`src/rtl/unary_binary_mac_4_if.sv`:
```
// Request/result bundle for unary_binary_mac_4: operands and valid in, ready and result out.
// The master side drives operands; the slave side (the MAC) returns the result.
interface unary_binary_mac_4_if #(
  parameter int N = 4
);
  logic           valid;
  logic [N-1:0]   a;
  logic [N-1:0]   b;
  logic [N-1:0]   c;
  logic           ready;
  logic [2*N-1:0] out;

  modport master (
    output valid, a, b, c,
    input  ready, out
  );

  modport slave (
    input  valid, a, b, c,
    output ready, out
  );
endinterface

```
`src/rtl/unary_binary_mac_4.sv`:
```
// Unary-binary MAC: out = a*b + c. Operand a becomes a thermometer stream (counter_out < a_reg)
// that gates b into an accumulator preloaded with c. Optional macro UB_MAC_EARLY_DONE_EN ends RUN at counter_out == a_reg.
module unary_binary_mac_4 #(
  parameter int N = 4
) (
  input  logic                 clk,
  input  logic                 reset,
  unary_binary_mac_4_if.slave  bus
);

  typedef enum logic [1:0] {
    IDLE = 2'd0,
    RUN  = 2'd1,
    DONE = 2'd2
  } state_e;

  localparam logic [N-1:0] CNT_LAST = '1;

  state_e         state_q, state_d;
  logic [N-1:0]   a_reg, b_reg, c_reg, counter_out;
  logic [N-1:0]   a_d, b_d, c_d, counter_d;
  logic [2*N-1:0] acc_q, acc_d;
  logic [2*N-1:0] out_q, out_d;
  logic           ready_q, ready_d;

  logic           unary;
  logic [N-1:0]   unary_out;
  logic           last;

  assign unary     = (counter_out < a_reg);
  assign unary_out = unary ? b_reg : '0;

`ifdef UB_MAC_EARLY_DONE_EN
  // Every add past counter_out == a_reg would be zero, so stop there.
  assign last = (counter_out == a_reg);
`else
  // Fixed schedule: adds happen for counter 0..2^N-2, result moves out at 2^N-1.
  assign last = (counter_out == CNT_LAST);
`endif

  // NOTE: every signal driven here gets a default first, so no path leaves one unassigned and no latch is inferred.
  always_comb begin
    state_d   = state_q;
    a_d       = a_reg;
    b_d       = b_reg;
    c_d       = c_reg;
    counter_d = counter_out;
    acc_d     = acc_q;
    out_d     = out_q;
    ready_d   = ready_q;

    unique case (state_q)
      IDLE, DONE: begin
        if (bus.valid) begin
          a_d       = bus.a;
          b_d       = bus.b;
          c_d       = bus.c;
          acc_d     = {{N{1'b0}}, bus.c};
          counter_d = '0;
          ready_d   = 1'b0;
          state_d   = RUN;
        end
      end
      RUN: begin
        if (last) begin
          out_d   = acc_q;
          ready_d = 1'b1;
          state_d = DONE;
        end else begin
          acc_d     = acc_q + {{N{1'b0}}, unary_out};
          counter_d = counter_out + 1'b1;
        end
      end
      default: state_d = IDLE;
    endcase
  end

  // NOTE: state registers use non-blocking assignments so every register samples pre-edge values.
  always_ff @(posedge clk) begin
    if (reset) begin
      state_q     <= IDLE;
      a_reg       <= '0;
      b_reg       <= '0;
      c_reg       <= '0;
      counter_out <= '0;
      acc_q       <= '0;
      out_q       <= '0;
      ready_q     <= 1'b0;
    end else begin
      state_q     <= state_d;
      a_reg       <= a_d;
      b_reg       <= b_d;
      c_reg       <= c_d;
      counter_out <= counter_d;
      acc_q       <= acc_d;
      out_q       <= out_d;
      ready_q     <= ready_d;
    end
  end

  assign bus.ready = ready_q;
  assign bus.out   = out_q;

endmodule

```
`src/flat_wrapper.sv`:
```
// flat-port wrapper written by rule: the top's interface ports become plain ports
module unary_binary_mac_4_flat 
#(
  parameter int N = 4
)
  (clk, reset, bus_valid, bus_a, bus_b, bus_c, bus_ready, bus_out);
  unary_binary_mac_4_if #(.N(N)) bus_i ();
  input  logic clk;
  input  logic reset;
  input wire logic [$bits(bus_i.valid)-1:0] bus_valid;
  input wire logic [$bits(bus_i.a)-1:0] bus_a;
  input wire logic [$bits(bus_i.b)-1:0] bus_b;
  input wire logic [$bits(bus_i.c)-1:0] bus_c;
  output wire logic [$bits(bus_i.ready)-1:0] bus_ready;
  output wire logic [$bits(bus_i.out)-1:0] bus_out;
  assign bus_i.valid = bus_valid;
  assign bus_i.a = bus_a;
  assign bus_i.b = bus_b;
  assign bus_i.c = bus_c;
  assign bus_ready = bus_i.ready;
  assign bus_out = bus_i.out;
  unary_binary_mac_4 #(.N(N)) u_core (.clk(clk), .reset(reset), .bus(bus_i));
endmodule
```
`config.mk`:
```
export PLATFORM = sky130hd
export DESIGN_NAME = unary_binary_mac_4_flat
export DESIGN_NICKNAME = d
export VERILOG_FILES = /design/src/rtl/unary_binary_mac_4_if.sv /design/src/rtl/unary_binary_mac_4.sv /design/src/flat_wrapper.sv
export SDC_FILE = /design/constraint.sdc
export NUM_CORES = 1
export LEC_CHECK = 0
export ABC_CLOCK_PERIOD_IN_PS = 4400
export BUFFER_PORTS_ARGS = -buffer_cell sky130_fd_sc_hd__buf_4
export CELL_PAD_IN_SITES_DETAIL_PLACEMENT = 0
export CELL_PAD_IN_SITES_GLOBAL_PLACEMENT = 2
export CORE_MARGIN = 8
export CORE_UTILIZATION = 34
export DETAILED_ROUTE_END_ITERATION = 6
export PLACE_DENSITY = 0.88
export SLEW_MARGIN = 25
export SYNTH_ARGS = -nofsm -noshare
export SYNTH_HDL_FRONTEND = slang
export SYNTH_SLANG_ARGS = --single-unit
```
`constraint.sdc`:
```
create_clock -name clk -period 4.4 [get_ports clk]
set_input_delay 0.22 -clock clk [delete_from_list [all_inputs] [get_ports clk]]
set_output_delay 0.22 -clock clk [all_outputs]
set_load 0.1 [all_outputs]
```
==> reports/metrics.cfg <==
[drt]
avgViaCountPerCell=5.05
firstDrtPassIters=4
post_drt_wl_per_cell_um=13.5
drc=0
drtAntennaViolNets=0
wl_um=3480
vias=1302
drt_iter0_drc=81

[clocking]
cts-resized-gates=0
clock_latency_ns=0.29
clockBufferDepth=2
post_cts_buffers=0
clock-sinks=31
holdBufCountCts=0
htree_levels=2
cts_tree=yes
cts_root_buf=clkbuf_8
clk_pin_slew_ns=0.07
cts_buffers=5

[pwr]
power_density_nw_per_um2=369
p_leak_nw=0.751
ir_worst_vdd_mv=0.171

[sta]
tightest_slew_ns=0.960
min_period_ns=2.74
setup-violations-final=0
skew_ns=0.00447
finalCritPeriodShare_pct=62.3
hold_viol=0
fmax_ghz=0.365
relSlewSlack_pct=35.8
setup_tns_ns=0
drv_slew=0
rsz0062_at_grt=false

[finish]
final_cell_mix=nand2_1, dfxtp_1, a21oi_1
layout_commonest_cell=nand2_1
drive_gt1_share_pct=16.0
n_fill_cell=420
finalNonFillerCells=258
final_nets=229
syn_to_final_growth_pct=22.4
diodes=0

[run]
maxCapViolCount=0

[yosys]
syn_nets=206
ys.warnings.count=0
synth_edf_count=0
yosysUniqueCellTypes=30
syn_area_um2=1460
avgSynthCellArea_um2=8.04
async_reset_ff_share_pct=0
ys_seq_elements=31
ys_seq_area_share_pct=42.4
synth_flop_cell=dfxtp_1
netlist_instances=182

[grt]
grt_pass1_vias=1270
antenna_found_initial=0
grt_overflow=0
grt_max_degree=28
grt_usage_pct=11.4
grt_pass1_wl_um=5890

[worst_setup_path]
cpPeakStageDelay_ns=0.38
crit_type=register to register
slowest_stage=fa_1
critical_path_buf_inv_count=1
cp.required_ns=4.62
crit_path_end_kind=register
crit_family=compound AO/OA/AOI/OAI gates
crit_top_cell=ha_1
arrival_ns=2.96
cp-start-kind=register
crit_fanout=5
crit_chain=ha_1, a21o_1, a21oi_1, o211a_1, ha_1, inv_1, fa_1, nor2b_1, o21ai_0, a211oi_1, mux2i_1

[die]
die-area_um2=6660
initial_core_util_pct=34.5
ios=24
row_count=24
fp.dieH_um=81.6
die_w_um=81.6
core_um2=4230

[placement]
dpl.hpwl_um=2580
gp_congestion=0.793
io_buffer_count=23
dp.cells=250

[outcome]
status=finished clean

[min_path]
min_path_type=input pin to register

## power by group
group / switching, mW / leakage, nW / internal [mW]
clock: 0.108 / 0.0612 / 0.183
combinational: 0.0412 / 0.437 / 0.0285
sequential: 0.00883 / 0.252 / 0.291
total: 0.158 / 0.751 / 0.503
## worst min-delay path: cells and delay by family
kind	cells	cell delay, ns
buffers and inverters	1	0.11
AOI/OAI and AO/OA	1	0.05
and+or+nand+nor	1	0.04
## final cells by class
type                    instances  area [um^2]  share of cell area (%)
flip-flops and latches         31          621                    34.7
repair buffers                 23          173                    9.64
inverters                      10         37.5                    2.10
well taps                      52         65.1                    3.63
clock buffers                   6         82.6                    4.61
multi-input cells             134          777                    43.4
clock inverters                 2         35.0                    1.96
## worst paths after layout
kind                                      startpoint                        endpoint  slack (ns)  depth (start not counted)
hold reg to reg       u_core.bus.out[2]$_SDFFE_PP0P_  u_core.bus.out[2]$_SDFFE_PP0P_        0.45                          2
setup / recovery  u_core.counter_out[1]$_SDFFE_PP0P_    u_core.acc_q[6]$_SDFFE_PP0P_        1.66                         11
setup reg to reg  u_core.counter_out[1]$_SDFFE_PP0P_    u_core.acc_q[6]$_SDFFE_PP0P_        1.66                         11
hold / removal                              bus_b[1]    u_core.b_reg[1]$_SDFFE_PP0P_        0.18                          3
## stage by stage
step	hold slack, ns	power, mW	setup WS, ns	area, um^2	util, %
finish	0.180	0.661	1.66	1790	42.3
floorplan	0.356	0.352	1.89	1460	-
global placement	0.443	0.374	1.75	1670	39.5
detailed placement	0.447	0.376	1.64	1670	39.5
global route	0.175	0.699	1.44	1790	42.3
CTS	0.177	0.667	1.63	1790	42.3
## logic make-up (layout without fill, tap and decap cells)
family,after synthesis,count (layout),share of synthesized area (%)
AND/OR/NAND/NOR,72,72,22.1
AO/OA/AOI/OAI,51,51,21.5
flip-flops,31,31,42.4
adder cells (fa/ha/maj),9,9,8.21
buffers and inverters,17,41,4.45
multiplexers,2,2,1.37
## per-layer routing
layer | wire [um] | track usage [%]
met5 | 0 | 0
met4 | 77 | 5.79
met3 | 184 | 3.28
met2 | 1530 | 17.8
met1 | 1690 | 14.0
## cell usage after synthesis (all sizes together), types with 4 or more instances
| master | n | area [um^2] |
|---|---|---|
| nand2 | 42 | 158 |
| dfxtp | 31 | 621 |
| a21oi | 30 | 154 |
| inv | 10 | 37.5 |
| nor2 | 9 | 33.8 |
| ha | 8 | 100 |
| clkbuf | 6 | 22.5 |
| a211oi | 5 | 37.5 |
| nand3 | 4 | 20.0 |
| nor3 | 4 | 20.0 |
| o211a | 4 | 40.0 |
| o21ai | 4 | 20.0 |
No activity file was read; power rests on OpenSTA's default activity.
